**config.mk**
```make
export PLATFORM = sky130hd
export DESIGN_NAME = ifetch_stage_flat
export DESIGN_NICKNAME = d
export VERILOG_FILES = /design/src/rtl/ifetch_stage_if.sv /design/src/rtl/ifetch_stage.sv /design/src/flat_wrapper.sv
export SDC_FILE = /design/constraint.sdc
export NUM_CORES = 1
export LEC_CHECK = 0
export CAP_MARGIN = 20
export CORE_AREA = 3 3 136 138
export CTS_CLUSTER_DIAMETER = 100
export DETAILED_ROUTE_END_ITERATION = 8
export DIE_AREA = 0 0 139 141
export DONT_BUFFER_PORTS = 1
export GPL_TIMING_DRIVEN = 0
export HOLD_SLACK_MARGIN = 0.02
export PLACE_DENSITY_LB_ADDON = 0.25
export SLEW_MARGIN = 30
export SYNTH_ARGS = -nofsm -noshare
export SYNTH_HDL_FRONTEND = slang
export SYNTH_SLANG_ARGS = --single-unit
```
**constraint.sdc**
```tcl
create_clock -name clk -period 2.42 [get_ports clk]
set_input_delay 0.484 -clock clk [delete_from_list [all_inputs] [get_ports clk]]
set_output_delay 0.484 -clock clk [all_outputs]
set_load 0.01 [all_outputs]
```
**src/rtl/ifetch_stage_if.sv**
```systemverilog
// Fetch-stage port bundle: EXM redirect in, ID handoff out, instruction SRAM request/response.
// Handshake: the fs_to_ds_bus word transfers in any cycle where fs_to_ds_valid && ds_allowin;
// valid may be withdrawn without a transfer only when br_bus[32] (redirect) kills it.
interface ifetch_stage_if #(
  parameter int BR_BUS_WD       = 33,
  parameter int FS_TO_DS_BUS_WD = 65
);
  logic                       ds_allowin;
  logic [BR_BUS_WD-1:0]       br_bus;
  logic                       fs_to_ds_valid;
  logic [FS_TO_DS_BUS_WD-1:0] fs_to_ds_bus;
  logic                       inst_sram_en;
  logic [31:0]                inst_sram_addr;
  logic [31:0]                inst_sram_rdata;

  modport master (
    input  ds_allowin, br_bus, inst_sram_rdata,
    output fs_to_ds_valid, fs_to_ds_bus, inst_sram_en, inst_sram_addr
  );

  modport slave (
    output ds_allowin, br_bus, inst_sram_rdata,
    input  fs_to_ds_valid, fs_to_ds_bus, inst_sram_en, inst_sram_addr
  );
endinterface

```
**src/rtl/ifetch_stage.sv**
```systemverilog
// Instruction-fetch stage: sync-read SRAM request, one-entry holding buffer, ID handoff.
// Define IFETCH_BTFN_EN to enable static backward-taken/forward-not-taken branch predecode.
module ifetch_stage #(
  parameter logic [31:0] RESET_PC = 32'h1c000000
) (
  input  logic          clk,
  input  logic          reset,
  ifetch_stage_if.master bus
);

  logic        fs_valid;
  logic [31:0] fs_pc;
  logic        rdata_fresh;
  logic        buf_valid;
  logic [31:0] inst_buf;

  logic        redirect;
  logic [31:0] jump_target;
  logic        fs_allowin;
  logic        sram_en;
  logic        handoff;
  logic        stall_capture;
  logic [31:0] fs_inst;
  logic [31:0] seq_pc;
  logic [31:0] nextpc;
  logic        pred_taken;
  logic [31:0] pred_target;

  assign redirect    = bus.br_bus[32];
  assign jump_target = bus.br_bus[31:0];
  assign fs_allowin  = !fs_valid || bus.ds_allowin || redirect;
  assign sram_en     = !reset && fs_allowin;
  assign fs_inst     = buf_valid ? inst_buf : bus.inst_sram_rdata;
  assign seq_pc      = fs_pc + 32'd4;

`ifdef IFETCH_BTFN_EN
  logic [5:0]  opcode;
  logic        is_b;
  logic        is_cond;
  logic [31:0] b_offs;
  logic [31:0] cond_offs;

  assign opcode     = fs_inst[31:26];
  assign is_b       = (opcode == 6'b010100) || (opcode == 6'b010101);
  assign is_cond    = (opcode >= 6'b010110) && (opcode <= 6'b011011);
  assign b_offs     = {{4{fs_inst[9]}}, fs_inst[9:0], fs_inst[25:10], 2'b00};
  assign cond_offs  = {{14{fs_inst[25]}}, fs_inst[25:10], 2'b00};
  // Conditional branches are predicted taken only when they jump backwards.
  assign pred_taken  = is_b || (is_cond && fs_inst[25]);
  assign pred_target = fs_pc + (is_b ? b_offs : cond_offs);
`else
  assign pred_taken  = 1'b0;
  assign pred_target = seq_pc;
`endif

  // Redirect suppresses the handoff, so the fetched instruction never reaches ID.
  assign bus.fs_to_ds_valid = fs_valid && !redirect;
  assign handoff            = bus.fs_to_ds_valid && bus.ds_allowin;
  assign stall_capture      = fs_valid && rdata_fresh && !bus.ds_allowin && !redirect;

  always_comb begin
    nextpc = seq_pc;
    if (redirect)
      nextpc = jump_target;
    else if (handoff && pred_taken)
      nextpc = pred_target;
  end

  assign bus.inst_sram_en   = sram_en;
  assign bus.inst_sram_addr = nextpc;
  assign bus.fs_to_ds_bus   = {pred_taken, fs_inst, fs_pc};

  always_ff @(posedge clk or posedge reset) begin
    if (reset) begin
      fs_valid    <= 1'b0;
      fs_pc       <= RESET_PC - 32'd4;
      rdata_fresh <= 1'b0;
      buf_valid   <= 1'b0;
      inst_buf    <= '0;
    end else begin
      rdata_fresh <= sram_en;
      if (sram_en) begin
        fs_valid  <= 1'b1;
        fs_pc     <= nextpc;
        buf_valid <= 1'b0;
      end else begin
        if (handoff)
          fs_valid <= 1'b0;
        // SRAM data is only valid one cycle after the request; park it while ID stalls.
        if (stall_capture) begin
          inst_buf  <= bus.inst_sram_rdata;
          buf_valid <= 1'b1;
        end
      end
    end
  end

endmodule

```
**src/flat_wrapper.sv**
```systemverilog
// flat-port wrapper written by rule: the top's interface ports become plain ports
module ifetch_stage_flat 
#(
  parameter logic [31:0] RESET_PC = 32'h1c000000
)
  (clk, reset, bus_ds_allowin, bus_br_bus, bus_inst_sram_rdata, bus_fs_to_ds_valid, bus_fs_to_ds_bus, bus_inst_sram_en, bus_inst_sram_addr);
  ifetch_stage_if bus_i ();
  input  logic clk;
  input  logic reset;
  input wire logic [$bits(bus_i.ds_allowin)-1:0] bus_ds_allowin;
  input wire logic [$bits(bus_i.br_bus)-1:0] bus_br_bus;
  input wire logic [$bits(bus_i.inst_sram_rdata)-1:0] bus_inst_sram_rdata;
  output wire logic [$bits(bus_i.fs_to_ds_valid)-1:0] bus_fs_to_ds_valid;
  output wire logic [$bits(bus_i.fs_to_ds_bus)-1:0] bus_fs_to_ds_bus;
  output wire logic [$bits(bus_i.inst_sram_en)-1:0] bus_inst_sram_en;
  output wire logic [$bits(bus_i.inst_sram_addr)-1:0] bus_inst_sram_addr;
  assign bus_i.ds_allowin = bus_ds_allowin;
  assign bus_i.br_bus = bus_br_bus;
  assign bus_i.inst_sram_rdata = bus_inst_sram_rdata;
  assign bus_fs_to_ds_valid = bus_i.fs_to_ds_valid;
  assign bus_fs_to_ds_bus = bus_i.fs_to_ds_bus;
  assign bus_inst_sram_en = bus_i.inst_sram_en;
  assign bus_inst_sram_addr = bus_i.inst_sram_addr;
  ifetch_stage #(.RESET_PC(RESET_PC)) u_core (.clk(clk), .reset(reset), .bus(bus_i));
endmodule
```
==> out/metrics.yaml <==
clocking:
  htreeDepth: 3
  cts.clk_slew.worst_paths_ns: 0.07
  postCtsHoldBufs: 0
  cts_tree: "built"
  clk_latency_ns: 0.35
  cts.sink_count: 67
  cts_buffer_depth: 2
  cts_inserted_buffers: 9
  root_buffer: "clkbuf_16"
placed_design:
  place.gp.congestion: 0.839
  dpl_cell_area_mm2: 0.00499
  io_buffers: 0
  dpl.hpwl_um: 12200
  dp.cells: 714
global_route:
  grt_overflow: 0
  grt_max_degree: 25
  grt_pass1_wl_um: 25800
  antenna_found_initial: 0
  grt_pass1_vias: 4321
  grt.total_usage: 0.170
power_and_ir_drop:
  p_per_area_mw_per_mm2: 718
  p_leak_nw: 2.35
  vdd_ir_drop_max_mv: 0.345
synth:
  yosysMostFrequentCell: "mux2_2"
  synthSimpleGateAreaFrac: 0.229
  synth_flop_cell: "dfrtp_1"
  yosysWarnings: 0
  synth_common_cells: "77 x mux2_2, 45 x nand2_1, 41 x dfrtp_1"
  syn_area_mm2: 0.00450
  synth_top_family_by_area: "simple AND/OR/NAND/NOR gates"
  synthAdderAreaFrac: 0.00278
  syn_inst: 486
  yosysSeqAreaShare: 0.380
  ys_ff_latch: 67
  yosys-top-cells-area: "dfrtp_1 23%, mux2_2 19%, dfstp_2 15%"
  synthArstFlopShare: 1.00
  synth-edff-count: 0
  avgSynthCellArea_um2: 9.26
  ys_types: 59
  syn-num-nets: 555
  yosys.area_share.xor_xnor: 0.0195
  synth_compound_area_frac: 0.131
  synthDominantCellAreaShare: 0.228
  synth_top_cell_by_area: "dfrtp_1"
  synthMuxAreaShare: 0.193
timing:
  timing.final.crit_period_ns: 2.95
  worst_slack_ns: -0.527
  grt_setup_unrepaired: "true"
  skew_ns: 0.0137
  maxSlewViolCount: 0
  worst_pin_slew_ns: 0.722
  clock.fmax_ghz: 0.339
  setup_viol: 23
  min_period_over_period: 1.22
  hold_viol: 0
  slew_headroom: 0.519
  timing.setup.tns_ns: -7.55
floorplan:
  io_pins: 167
  die_width_um: 139
  initial_core_util: 0.260
  die-area_mm2: 0.0196
  fp.dieH_um: 141
  rows: 48
  fp.coreArea_mm2: 0.0173
job:
  maxCapViolCount: 0
worst_setup_path:
  required_ns: 1.94
  startpoint: "u_core.fs_pc[27]$_DFFE_PP1P_"
  arrival_ns: 2.46
  reg2regPathDepth: 6
  crit_fanout: 9
  r2r-start: "u_core.fs_pc[2]$_DFFE_PP1P_"
  critical_path.endpoint: "bus_inst_sram_addr[31]"
  timing.rr.end: "u_core.fs_pc[28]$_DFFE_PP1P_"
  rrSetupSlack_ns: 0.05
  setup.worst_path.start_class: "flop"
  critical_path_class: "flop to primary output"
  cp-end-kind: "primary output"
final_layout:
  num_antenna_cells: 0
  regArea_mm2: 0.00171
  drive_gt1_frac: 0.445
  finalNetCount: 601
  fillerInstances: 1802
  multi_input_area_mm2: 0.00308
  stdcell_count: 762
  final_cell_area_mm2: 0.00604
  area_delta_synth_final_pct: 34.1
route:
  dr.max_layer_used: "met4"
  met1_length_um: 6670
  drt-pass1-iter-count: 5
  via_count: 4335
  wl_met3_um: 1690
  drt-total-wl_um: 17100
  drtAntennaViolNets: 0
  drc: 0
  dr.first_iter.drc_count: 353
  vias_per_cell: 5.69
  avgRoutedWirePerCell_um: 22.4
  wl_met2_um: 8220
status:
  outcome: "finished, violations left"
  violations: "negative setup slack"
min_path:
  hold_path_class: "primary input to flop"
==> power by group <==
group          internal [mW]  switching [mW]
clock                  0.930           0.550
combinational          0.511           0.616
sequential              1.42           0.310
==> per-stage QoR <==
stage	hold WS, ns	total power, mW	setup slack [ns]	util
3_3_place_gp	0.484	2.64	-0.762	0.284
5_1_grt	0.273	4.56	-0.599	0.349
6_report	0.263	4.33	-0.527	0.349
4_1_cts	0.256	4.33	-0.532	0.338
3_5_place_dp	0.491	2.69	-0.547	0.289
2_1_floorplan	0.475	2.40	-0.109	-
==> cell type report <==
class | count | share of cell area
multi-input combinational | 369 | 0.510
clock inverter | 6 | 0.0147
clock buffer | 10 | 0.0396
buffer | 38 | 0.0383
sequential | 67 | 0.283
tap | 225 | 0.0466
inverter | 9 | 0.00663
timing repair buffer | 38 | 0.0609
==> placed cells by master, fill, tap and decap left out, types with 5 or more instances in the layout <==
cell,Yosys,routed
clkbuf_16,0,10
or4_4,1,5
and3_1,7,6
clkbuf_1,31,13
nor3_1,22,17
nand3_1,30,22
nand3_4,1,5
o211ai_1,5,5
and4_1,9,7
nand4_1,13,13
dfstp_2,26,26
nor2_1,30,29
buf_4,1,29
mux2_2,77,71
nand2_1,45,44
buf_6,1,9
xnor2_1,6,5
inv_1,8,7
a21oi_1,9,6
dfrtp_1,41,41
o21ai_0,19,18
mux2_4,0,6
o22ai_1,5,5
o21a_1,5,5
nor4_4,0,5
clkbuf_2,1,12
==> flip-flops by register name, summed over array words and instances (netlist names) <==
register / count
u_core.inst_buf: 32
u_core.rdata_fresh: 1
u_core.fs_valid: 1
u_core.buf_valid: 1
u_core.fs_pc: 32
==> worst min-delay path by stage <==
stage,start,end,slack [ns],depth (start not counted)
after floorplan,u_core.inst_buf[18]$_DFFE_PP0P_,u_core.inst_buf[18]$_DFFE_PP0P_,0.47,1
after global placement,u_core.inst_buf[9]$_DFFE_PP0P_,u_core.inst_buf[9]$_DFFE_PP0P_,0.48,1
after detailed placement,u_core.inst_buf[7]$_DFFE_PP0P_,u_core.inst_buf[7]$_DFFE_PP0P_,0.49,1
after CTS,bus_br_bus[22],u_core.fs_pc[22]$_DFFE_PP1P_,0.26,2
after global routing,bus_inst_sram_rdata[15],u_core.inst_buf[15]$_DFFE_PP0P_,0.27,1
final,bus_br_bus[22],u_core.fs_pc[22]$_DFFE_PP1P_,0.26,2
==> kinds of logic (layout without fill, tap and decap cells) <==
logic type	count (synthesis)	in the layout
AND/OR/NAND/NOR	195	195
AO/OA/AOI/OAI	85	85
buffers and inverters	50	101
adder cells (fa/ha/maj)	1	1
other	1	1
XOR/XNOR	10	10
multiplexers	77	77
flip-flops	67	67
==> timing repair <==
action	CTS	global route
endpoints found under the setup margin	63	66
gates resized for setup	76	33
pin swaps	28	15
setup buffers	26	9
==> worst max-delay path, cell delays in order, from the launching register on <==
cell      delay [ns]
dfstp_2         0.56
clkbuf_4        0.21
nand2_1         0.15
or3_4           0.44
or4_4           0.54
a31oi_4         0.21
==> per-layer routing <==
metal / vias to the layer above / global-route usage
li1: 1922 / -
met1: 2144 / 0.210
met2: 224 / 0.271
met3: 45 / 0.0536
met4: 0 / 0.0834
met5: - / 0
(Power assumes the default switching activity.)
